==> src/rtl/snn_debug_pkg.sv <==
// snn_debug_pkg: shared mode/state encodings and cfg field layout for snn_debug_probe
package snn_debug_pkg;
  localparam int CFG_MODE_W = 2;
  localparam int CFG_IDX_W = 6;
  typedef enum logic [CFG_MODE_W-1:0] {
    MODE_LIVE    = 2'b00,
    MODE_SCAN    = 2'b01,
    MODE_CAPTURE = 2'b10,
    MODE_HOLD    = 2'b11
  } mode_t;
  typedef enum logic [1:0] {FILL, DRAIN, DONE} cap_state_t;
  typedef struct packed {
    mode_t                mode;
    logic [CFG_IDX_W-1:0] idx;
  } cfg_t;
endpackage

==> src/rtl/snn_debug_probe_if.sv <==
// snn_debug_probe_if: config/data/debug bundle; master drives cfg and layer data, slave is the probe
interface snn_debug_probe_if #(
  parameter int N_MEM = 18,
  parameter int MEM_W = 5,
  parameter int N_SPK = 3,
  parameter int SPK_W = 8,
  parameter int OUT_W = 8
);
  logic                   en;
  logic [7:0]             cfg_in;
  logic                   step;
  logic [N_MEM*MEM_W-1:0] membrane_potentials;
  logic [N_SPK*SPK_W-1:0] spikes;
  logic [OUT_W-1:0]       debug_output;
  logic                   debug_valid;
  logic                   capture_done;
  modport master(output en, cfg_in, step, membrane_potentials, spikes,
                 input debug_output, debug_valid, capture_done);
  modport slave(input en, cfg_in, step, membrane_potentials, spikes,
                output debug_output, debug_valid, capture_done);
endinterface

==> src/rtl/snn_debug_capture_buf.sv <==
// snn_debug_capture_buf: DEPTH x OUT_W capture buffer with FILL/DRAIN/DONE FSM; ports clk, rst (async), clr, wr_en, din -> data, valid, done
module snn_debug_capture_buf
  import snn_debug_pkg::*;
#(
  parameter int OUT_W = 8,
  parameter int DEPTH = 8
) (
  input  logic             clk,
  input  logic             rst,
  input  logic             clr,
  input  logic             wr_en,
  input  logic [OUT_W-1:0] din,
  output logic [OUT_W-1:0] data,
  output logic             valid,
  output logic             done
);
  localparam int PW = $clog2(DEPTH);
  logic [OUT_W-1:0] mem [DEPTH];
  logic [PW-1:0] wr, rd;
  cap_state_t state;
  always_ff @(posedge clk)
    if (state == FILL && wr_en) mem[wr] <= din;
  // The final write already presents entry 0, so the first drain beat lands the next cycle;
  // rd then walks 1..DEPTH-1 and its wrap to 0 marks the end of the drain.
  always_ff @(posedge clk or posedge rst)
    if (rst) begin
      state <= FILL;
      wr    <= '0;
      rd    <= '0;
      data  <= '0;
      valid <= 1'b0;
      done  <= 1'b0;
    end else if (clr) begin
      state <= FILL;
      wr    <= '0;
      rd    <= '0;
      valid <= 1'b0;
      done  <= 1'b0;
    end else begin
      case (state)
        FILL:
          if (wr_en) begin
            wr <= wr + 1'b1;
            if (wr == PW'(DEPTH - 1)) begin
              state <= DRAIN;
              data  <= mem[0];
              valid <= 1'b1;
              rd    <= PW'(1);
            end
          end
        DRAIN:
          if (rd == '0) begin
            state <= DONE;
            valid <= 1'b0;
            done  <= 1'b1;
          end else begin
            data <= mem[rd];
            rd   <= rd + 1'b1;
          end
        default: ;
      endcase
    end
endmodule

==> src/rtl/snn_debug_probe.sv <==
// snn_debug_probe: debug channel mux with live/scan/capture/hold modes; ports clk, rst (async), io (slave); capture buffer built only with DEBUG_CAPTURE_EN
module snn_debug_probe
  import snn_debug_pkg::*;
#(
  parameter int N_MEM = 18,
  parameter int MEM_W = 5,
  parameter int N_SPK = 3,
  parameter int SPK_W = 8,
  parameter int OUT_W = 8,
  parameter int DEPTH = 8
) (
  input logic               clk,
  input logic               rst,
  snn_debug_probe_if.slave  io
);
  localparam int N_CH = N_MEM + N_SPK;
  function automatic logic [OUT_W-1:0] chan(input logic [CFG_IDX_W-1:0] idx,
                                            input logic [N_MEM*MEM_W-1:0] mp,
                                            input logic [N_SPK*SPK_W-1:0] sp);
    int i;
    i = int'(idx);
    return i < N_MEM ? OUT_W'(mp[i*MEM_W +: MEM_W]) :
           i < N_CH  ? OUT_W'(sp[(i-N_MEM)*SPK_W +: SPK_W]) : '0;
  endfunction
  cfg_t cfg;
  logic [CFG_IDX_W-1:0] scan_idx, load_idx;
  logic [OUT_W-1:0] dout, live_val, scan_val, cap_data;
  logic dvalid, cap_valid, cap_done, step_ok, cap_sel;
  assign live_val = chan(cfg.idx, io.membrane_potentials, io.spikes);
  assign scan_val = chan(scan_idx, io.membrane_potentials, io.spikes);
  assign load_idx = io.cfg_in[CFG_IDX_W-1:0] < CFG_IDX_W'(N_CH) ? io.cfg_in[CFG_IDX_W-1:0] : '0;
  // a cfg load on the same cycle as step swallows that step
  assign step_ok = io.step & ~io.en;
`ifdef DEBUG_CAPTURE_EN
  localparam bit CAP_EN = 1'b1;
  snn_debug_capture_buf #(.OUT_W(OUT_W), .DEPTH(DEPTH)) u_cap (
    .clk  (clk),
    .rst  (rst),
    .clr  (io.en),
    .wr_en(step_ok && cfg.mode == MODE_CAPTURE),
    .din  (live_val),
    .data (cap_data),
    .valid(cap_valid),
    .done (cap_done)
  );
`else
  // without the buffer DEPTH has no role; every legal DEPTH (>= 2) leaves capture off
  localparam bit CAP_EN = DEPTH < 2;
  assign cap_data  = '0;
  assign cap_valid = 1'b0;
  assign cap_done  = 1'b0;
`endif
  assign cap_sel         = CAP_EN && cfg.mode == MODE_CAPTURE;
  assign io.debug_output = cap_sel ? cap_data : dout;
  assign io.debug_valid  = cap_sel ? cap_valid : dvalid;
  assign io.capture_done = cap_done;
  // In capture mode dout shadows the buffer output so a later HOLD freezes what was last shown.
  always_ff @(posedge clk or posedge rst)
    if (rst) begin
      cfg      <= '0;
      scan_idx <= '0;
      dout     <= '0;
      dvalid   <= 1'b0;
    end else begin
      if (io.en) begin
        cfg      <= cfg_t'(io.cfg_in);
        scan_idx <= load_idx;
      end else if (step_ok && cfg.mode == MODE_SCAN)
        scan_idx <= scan_idx == CFG_IDX_W'(N_CH - 1) ? '0 : scan_idx + 1'b1;
      case (cfg.mode)
        MODE_SCAN: begin
          dvalid <= step_ok;
          if (step_ok) dout <= scan_val;
        end
        MODE_HOLD: dvalid <= 1'b0;
        MODE_CAPTURE: begin
          dout   <= CAP_EN ? cap_data : live_val;
          dvalid <= !CAP_EN;
        end
        default: begin
          dout   <= live_val;
          dvalid <= 1'b1;
        end
      endcase
    end
endmodule

==> src/flat_wrapper.sv <==
// flat-port wrapper written by rule: the top's interface ports become plain ports
module snn_debug_probe_flat import snn_debug_pkg::*;
#(
  parameter int N_MEM = 18,
  parameter int MEM_W = 5,
  parameter int N_SPK = 3,
  parameter int SPK_W = 8,
  parameter int OUT_W = 8,
  parameter int DEPTH = 8
)
  (clk, rst, io_en, io_cfg_in, io_step, io_membrane_potentials, io_spikes, io_debug_output, io_debug_valid, io_capture_done);
  snn_debug_probe_if #(.N_MEM(N_MEM), .MEM_W(MEM_W), .N_SPK(N_SPK), .SPK_W(SPK_W), .OUT_W(OUT_W)) io_i ();
  input logic clk;
  input logic rst;
  input wire logic [$bits(io_i.en)-1:0] io_en;
  input wire logic [$bits(io_i.cfg_in)-1:0] io_cfg_in;
  input wire logic [$bits(io_i.step)-1:0] io_step;
  input wire logic [$bits(io_i.membrane_potentials)-1:0] io_membrane_potentials;
  input wire logic [$bits(io_i.spikes)-1:0] io_spikes;
  output wire logic [$bits(io_i.debug_output)-1:0] io_debug_output;
  output wire logic [$bits(io_i.debug_valid)-1:0] io_debug_valid;
  output wire logic [$bits(io_i.capture_done)-1:0] io_capture_done;
  assign io_i.en = io_en;
  assign io_i.cfg_in = io_cfg_in;
  assign io_i.step = io_step;
  assign io_i.membrane_potentials = io_membrane_potentials;
  assign io_i.spikes = io_spikes;
  assign io_debug_output = io_i.debug_output;
  assign io_debug_valid = io_i.debug_valid;
  assign io_capture_done = io_i.capture_done;
  snn_debug_probe #(.N_MEM(N_MEM), .MEM_W(MEM_W), .N_SPK(N_SPK), .SPK_W(SPK_W), .OUT_W(OUT_W), .DEPTH(DEPTH)) u_core (.clk(clk), .rst(rst), .io(io_i));
endmodule
==> config.mk <==
export PLATFORM = sky130hd
export DESIGN_NAME = snn_debug_probe_flat
export DESIGN_NICKNAME = d
export VERILOG_FILES = /design/src/rtl/snn_debug_pkg.sv /design/src/rtl/snn_debug_probe_if.sv /design/src/rtl/snn_debug_capture_buf.sv /design/src/rtl/snn_debug_probe.sv /design/src/flat_wrapper.sv
export SDC_FILE = /design/constraint.sdc
export NUM_CORES = 1
export LEC_CHECK = 0
export BUFFER_PORTS_ARGS = -buffer_cell sky130_fd_sc_hd__buf_2
export CORE_ASPECT_RATIO = 1.1
export CORE_MARGIN = 8
export CORE_UTILIZATION = 50
export DETAILED_ROUTE_END_ITERATION = 10
export PLACE_DENSITY = 0.92
export SLEW_MARGIN = 20
export SYNTH_ARGS = -nofsm -noshare
export SYNTH_HDL_FRONTEND = slang
export SYNTH_SLANG_ARGS = --single-unit
==> constraint.sdc <==
create_clock -name clk -period 2.6 [get_ports clk]
set_input_delay 0.39 -clock clk [delete_from_list [all_inputs] [get_ports clk]]
set_output_delay 0.39 -clock clk [all_outputs]
set_load 0.02 [all_outputs]
==> results of run 1 <==
-- path summary, 6_finish.rpt --
path	startpoint	to	cells past startpoint
setup / recovery	u_core.scan_idx[0]	u_core.io.debug_output[7]	6
hold reg to reg	u_core.io.debug_output[7]	u_core.io.debug_output[7]	2
hold / removal	rst	u_core.scan_idx[5]	2
max in group asynchronous	rst	u_core.cfg[0]	2
setup reg to reg	u_core.scan_idx[0]	u_core.io.debug_output[7]	6
min in group clk	io_cfg_in[6]	u_core.cfg[6]	2
-- worst reg2reg max path: cells and delay by family, from the launching register on --
kind                     cells  cell delay, ns
AO/OA/AOI/OAI                2            0.88
adder cells (fa/ha/maj)      1            0.33
buffers and inverters        1            0.28
flip-flops                   1            0.38
AND/OR/NAND/NOR              2            0.22
-- metal layers --
| metal | up-vias | part of all wire, % | routed length [um] |
|---|---|---|---|
| met5 | - | 0 | 0 |
| met4 | 0 | 1.8 | 196 |
| met3 | 23 | 9.0 | 969 |
| met2 | 187 | 52 | 5613 |
| met1 | 1619 | 37 | 4019 |
| li1 | 1525 | - | - |
-- area by class of cell --
| class | count | area [um2] | area share [%] |
|---|---|---|---|
| multi-input cells | 268 | 2417 | 61.61 |
| repair buffers | 145 | 753.2 | 19.20 |
| flip-flops and latches | 23 | 576.8 | 14.70 |
| well taps | 80 | 100.1 | 2.551 |
| clock buffers | 3 | 41.29 | 1.052 |
| inverters | 8 | 30.03 | 0.7653 |
| clock inverters | 1 | 5.005 | 0.1276 |
-- state kept, by name (all words and copies together) (netlist names) --
| name | flops |
|---|---|
| u_core.scan_idx | 6 |
| u_core.io.debug_valid | 1 |
| u_core.io.debug_output | 8 |
| u_core.cfg | 8 |
-- per-stage QoR --
| stage | hold slack [ns] | cells | instance area (um2) | setup WS (ns) | utilization [%] |
|---|---|---|---|---|---|
| 2_1_floorplan | 0.3919 | 324 | 3219 | 0.4156 | - |
| 3_3_place_gp | 0.4930 | 524 | 3877 | 0.4970 | 62.61 |
| 3_5_place_dp | 0.4979 | 524 | 3877 | 0.4441 | 62.61 |
| 4_1_cts | 0.3348 | 528 | 3924 | 0.4422 | 63.35 |
| 5_1_grt | 0.3457 | 528 | 3924 | 0.1454 | 63.35 |
| 6_report | 0.2897 | 528 | 3924 | 0.3947 | 63.35 |
-- power by group through the flow --
stage / clock [mW] / combinational, mW / sequential [mW]
after floorplan: 0 / 0.624 / 0.486
after global placement: 0 / 0.850 / 0.503
after detailed placement: 0 / 0.871 / 0.505
after CTS: 0.233 / 0.874 / 0.497
after global routing: 0.245 / 0.952 / 0.505
final: 0.234 / 0.880 / 0.498
-- kinds of logic after synthesis --
| logic type | Yosys count |
|---|---|
| AOI/OAI and AO/OA | 78 |
| xor gates and xnor gates | 1 |
| adders and majority gates | 5 |
| buffers and inverters | 33 |
| DFF | 23 |
| muxes | 88 |
| other | 1 |
| and+or+nand+nor | 95 |
-- cells in the final DEF (no fill, tap or decap), drive strengths merged, types with 3 or more instances in the layout --
master / n
a211oi: 5
and2: 4
nand3: 3
nand2b: 6
nor3: 8
mux4: 33
buf: 145
a22oi: 3
nor2b: 6
inv: 7
o221ai: 4
mux2: 19
a2bb2oi: 7
a221oi: 7
or2: 3
clkbuf: 3
o32ai: 3
nand2: 33
nor2: 23
dfrtp: 23
o21ai: 18
a21oi: 11
ha: 5
mux2i: 36
o22ai: 6
==> reports/results.tsv, run 1 <==
stage	metric	value	unit
worst_setup_path	reg2reg_slack	0.39	ns
floorplanning	start_util	51.98	%
floorplanning	dieArea	0.009265	mm2
timing	finalSetupTns	0	ns
layout	drive_gt1_share	46.65	%
power_and_ir_drop	total_leakage_power	1.729	nW
clocking	cts_tree	yes	
clocking	numCtsBuffers	3	
global_routing	grt.busiest_layer	met2	
timing	max_freq	453.4	MHz
layout	area_delta_synth_final	21.88	%
timing	fin_skew	0.005525	ns
drt	vias	3354	
power_and_ir_drop	p_int	0.9544	mW
power_and_ir_drop	p_comb_share	54.6	%
worst_setup_path	cp.arrival	2.36	ns
drt	drc_errors	0	
synth	synth-compound-area-share	17.53	%
power_and_ir_drop	power_density	410.6	mW/mm2
global_routing	grtUsageMet3	5.228	%
worst_setup_path	crit_type	register to register	
worst_setup_path	crit_required	2.76	ns
worst_setup_path	cp-start-kind	register	
global_routing	use_met2	41.41	%
drt	first_iter_violations	323	
synth	synth-simple-area-share	14.30	%
synth	synth-adder-area-share	1.943	%
power_and_ir_drop	finalPower	1.611	mW
timing	finalMaxSlewViolations	0	
synth	synth-xor-area-share	0.2721	%
global_routing	grt_start_max_net_pins	32	
synth	syn_area	0.003219	mm2
global_routing	overflow	0	
clocking	cts_sinks	23	
worst_setup_path	cp_cell_sequence	clkinv_1 > ha_1 > o2111ai_1 > nor2_1 > a221oi_1 > nor2_1	
worst_setup_path	worst_path_max_delay_cell	o2111ai_1	
clocking	cts.path.max_buffers	2	
worst_setup_path	end_kind	register	
place	gp_congestion	0.9663	
synth	synthCells	324	
synth	yosys.area.top_type_share	23.09	%
synth	synth_most_common_cell	mux2i_1	
clocking	clk_latency	0.27	ns
synth	yosys-top-cells-count	mux2i_1 (36), mux4_2 (33), nand2_1 (33)	
synth	ys_top_cells_by_area	mux4_2 (23%), dfrtp_1 (18%), mux2i_1 (11%), mux2_2 (6.6%), nand2_1 (3.8%)	
layout	final_nets	580	
synth	async_flop_share	100.0	%
global_routing	antenna_found_initial	0	
global_routing	grt_pass1_vias	3550	
clocking	htree_levels	1	
clocking	ctsRootBufferMaster	clkbuf_8	
clocking	postCtsResizedCells	0	
worst_setup_path	path_max_fanout	9	
power_and_ir_drop	switching_power	0.6567	mW
drt	viasPerCell	6.352	
synth	syn_nets	455	
worst_hold_path	hold_class	input port to asynchronous set/reset pin	
worst_setup_path	critical-path-top-delay-family	compound AO/OA/AOI/OAI gates	
power_and_ir_drop	clkPwrFrac	14.5	%
timing	relSlewSlack	40.98	%
worst_setup_path	cpMostUsedCell	nor2_1	
synth	synthMuxAreaShare	40.92	%
worst_setup_path	critPathMaxStageDelay	0.53	ns
floorplanning	fp-row-count	30	
timing	finalHoldViolCount	0	
synth	synth_cell_types	54	
timing	rsz0062_at_grt	no	
clocking	clkTransAtPathRegs	0.09	ns
power_and_ir_drop	share_seq_of_total_power	30.9	%
drt	routedWlPerCell	20.45	um
power_and_ir_drop	switching_share	40.76	%
floorplanning	die_h	100.2	um
global_routing	grtUsageTotal	22.79	%
synth	yosys_warnings	0	
layout	diodes	0	
global_routing	grt_pass1_wl	17.11	mm
clocking	post_cts_buffers	0	
place	portBuffers	134	
floorplanning	pin_count	136	
global_routing	gr-usage-met1	25.59	%
synth	ys.flop_type	dfrtp_1	
layout	fill_cells	531	
job	max_cap_violations	0	
floorplanning	coreArea	0.006193	mm2
place	dp_hpwl	8.881	mm
timing	setup_viol	0	
synth	yosysTopAreaCell	mux4_2	
timing	tightest_slew	0.8844	ns
worst_setup_path	path_buf_inv	1	
synth	synth_seq_cells	23	
status	status	completed	
clocking	hold_buffers	0	
synth	yosysSeqAreaShare	17.88	%
synth	synth_top_family_by_area	multiplexers	
synth	synth_edf_count	0	
synth	avgSynthCellArea	9.936	um2
timing	period_share	84.82	%
drt	drt-total-wl	10.80	mm
drt	drtPass1Iterations	5	
timing	min_period	2.205	ns
power_and_ir_drop	irDropWorstVdd	267.4	uV
floorplanning	die_x	92.51	um
drt	ant_nets	0	
(Power assumes the default switching activity.)
==> run 2, diff against run 1 <==
clock period = 2.18 ns   (was 2.6 ns; I/O delays follow)
==> run 2 against run 1 <==
Effect of this change: worst setup slack worse by 0.34 ns; core utilization grew 1.1 points; clock power up 21%; via count is 3.1% higher; first-iteration DRC count decreased by 4.3%; final cell count is 1.5% higher; global-route usage is 0.48 points higher; design area increased by 1.7%; critical endpoint unchanged; largest cell class unchanged.
==> reports/results.tsv, run 2 (synthesized netlist as in run 1, its figures left out) <==
stage	metric	value	unit
status	status	completed	
floorplanning	pin_count	136	
worst_setup_path	path_buf_inv	1	
timing	setup_viol	0	
worst_setup_path	critical-path-top-delay-family	compound AO/OA/AOI/OAI gates	
place	portBuffers	134	
place	gp_congestion	0.9899	
clocking	clkTransAtPathRegs	0.09	ns
timing	tightest_slew	0.6243	ns
worst_setup_path	critPathMaxStageDelay	0.53	ns
drt	drtPass1Iterations	6	
timing	fin_skew	0.009801	ns
power_and_ir_drop	power_density	492.7	mW/mm2
worst_hold_path	hold_class	input port to asynchronous set/reset pin	
drt	routedWlPerCell	20.77	um
timing	period_share	97.40	%
worst_setup_path	worst_path_max_delay_cell	o2111ai_1	
clocking	cts_tree	yes	
layout	final_common_cell	buf_2	
place	placedInstanceArea	0.003941	mm2
place	place_inst	532	
global_routing	antenna_found_initial	0	
drt	drt-total-wl	11.14	mm
timing	finalMaxSlewViolations	0	
layout	fin_area	0.003990	mm2
layout	drive_gt1_share	47.81	%
drt	drc_errors	0	
layout	final_nets	588	
global_routing	grtUsageTotal	23.28	%
power_and_ir_drop	irDropWorstVdd	275.1	uV
floorplanning	die_x	92.51	um
power_and_ir_drop	finalPower	1.966	mW
worst_setup_path	cpMostUsedCell	nor2_1	
timing	max_freq	471.0	MHz
drt	viasPerCell	6.451	
clocking	ctsRootBufferMaster	clkbuf_8	
layout	fin_cells	536	
worst_setup_path	cp-start-kind	register	
drt	vias	3458	
clocking	post_cts_buffers	0	
global_routing	grt_pass1_vias	3641	
worst_setup_path	end_kind	register	
layout	area_delta_synth_final	23.94	%
clocking	cts.path.max_buffers	2	
floorplanning	start_util	51.98	%
worst_setup_path	path_max_fanout	6	
timing	finalHoldViolCount	0	
global_routing	overflow	0	
worst_setup_path	crit_type	register to register	
layout	final_cell_mix	buf_2 (134), mux2i_1 (36), nand2_1 (33), mux4_2 (33), nor2_1 (23)	
timing	finalSetupTns	0	ns
job	max_cap_violations	0	
clocking	cts_sinks	23	
floorplanning	coreArea	0.006193	mm2
worst_setup_path	crit_required	2.34	ns
timing	min_period	2.123	ns
floorplanning	die_h	100.2	um
clocking	clk_latency	0.28	ns
global_routing	grt_start_max_net_pins	23	
power_and_ir_drop	total_leakage_power	1.767	nW
drt	ant_nets	0	
clocking	htree_levels	1	
worst_setup_path	cp_cell_sequence	inv_1 > ha_1 > o2111ai_1 > nor2_1 > a221oi_1 > nor2_1	
layout	utilization	64.42	%
layout	diodes	0	
worst_setup_path	cp.arrival	2.28	ns
timing	relSlewSlack	58.34	%
global_routing	grt_pass1_wl	17.45	mm
clocking	numCtsBuffers	3	
floorplanning	fp-row-count	30	
timing	rsz0062_at_grt	no	
floorplanning	dieArea	0.009265	mm2
drt	first_iter_violations	309	
place	dp_hpwl	9.156	mm
[run 2: changes by cell type in the layout (fill, tap and decap cells not counted), sizes merged]
cell	before	now
buf	145	153
[run 2: worst paths after layout]
path | startpoint | end | slack (ns) | depth (start not counted)
worst max-delay path | u_core.scan_idx[1] | u_core.io.debug_output[7] | 0.06 | 6
worst min-delay path | rst | u_core.scan_idx[1] | 0.09 | 2
worst max register to register | u_core.scan_idx[1] | u_core.io.debug_output[7] | 0.06 | 6
worst min register to register | u_core.io.debug_output[1] | u_core.io.debug_output[1] | 0.52 | 2
max in group asynchronous | rst | u_core.cfg[3] | 1.50 | 3
min in group clk | io_cfg_in[7] | u_core.cfg[7] | 0.28 | 2
[run 2: report_power, final]
part	internal [mW]	switching (mW)	leakage, nW
Sequential	0.490	0.0879	0.283
Clock	0.128	0.154	0.0255
Combinational	0.542	0.563	1.46
Total	1.16	0.805	1.77
[run 2: per-stage QoR]
| step | hold WS [ns] | setup WS [ns] |
|---|---|---|
| after global routing | 0.1376 | 0.007094 |
| after CTS | 0.1004 | 0.03755 |
| after floorplan | 0.3289 | 0.06241 |
| after global placement | 0.4048 | 0.2028 |
| final | 0.08871 | 0.05679 |
| after detailed placement | 0.4006 | 0.06117 |
[run 2: final cells by class]
cell class	instances	area, um2
sequential	23	579.3
clock inverter	1	5.005
clock buffer	3	41.29
tap	80	100.1
multi-input combinational	268	2421
fill	499	2203
inverter	8	30.03
timing repair buffer	153	813.3
[run 2: per-layer routing]
layer  GRT usage (%)  wire, um  up-vias
met1           25.53      3897     1622
met2           42.02      5743      251
met4           8.561       282        0
met3           5.975      1211       39
li1                -         -     1546
met5               0         0        -
[run 2: worst reg2reg max path: stages (launching register included)]
cell       delay [ns]
dfrtp_1          0.52
inv_1            0.13
ha_1             0.22
o2111ai_1        0.53
nor2_1           0.18
a221oi_1         0.36
nor2_1           0.07
[run 2: what timing repair did]
| item | 4_1_cts | 5_1_grt |
|---|---|---|
| hold buffers | 0 | 0 |
| endpoints found under the setup margin | 0 | 7 |
| resized for setup | 0 | 1 |
| endpoints found under the hold margin | 0 | 0 |
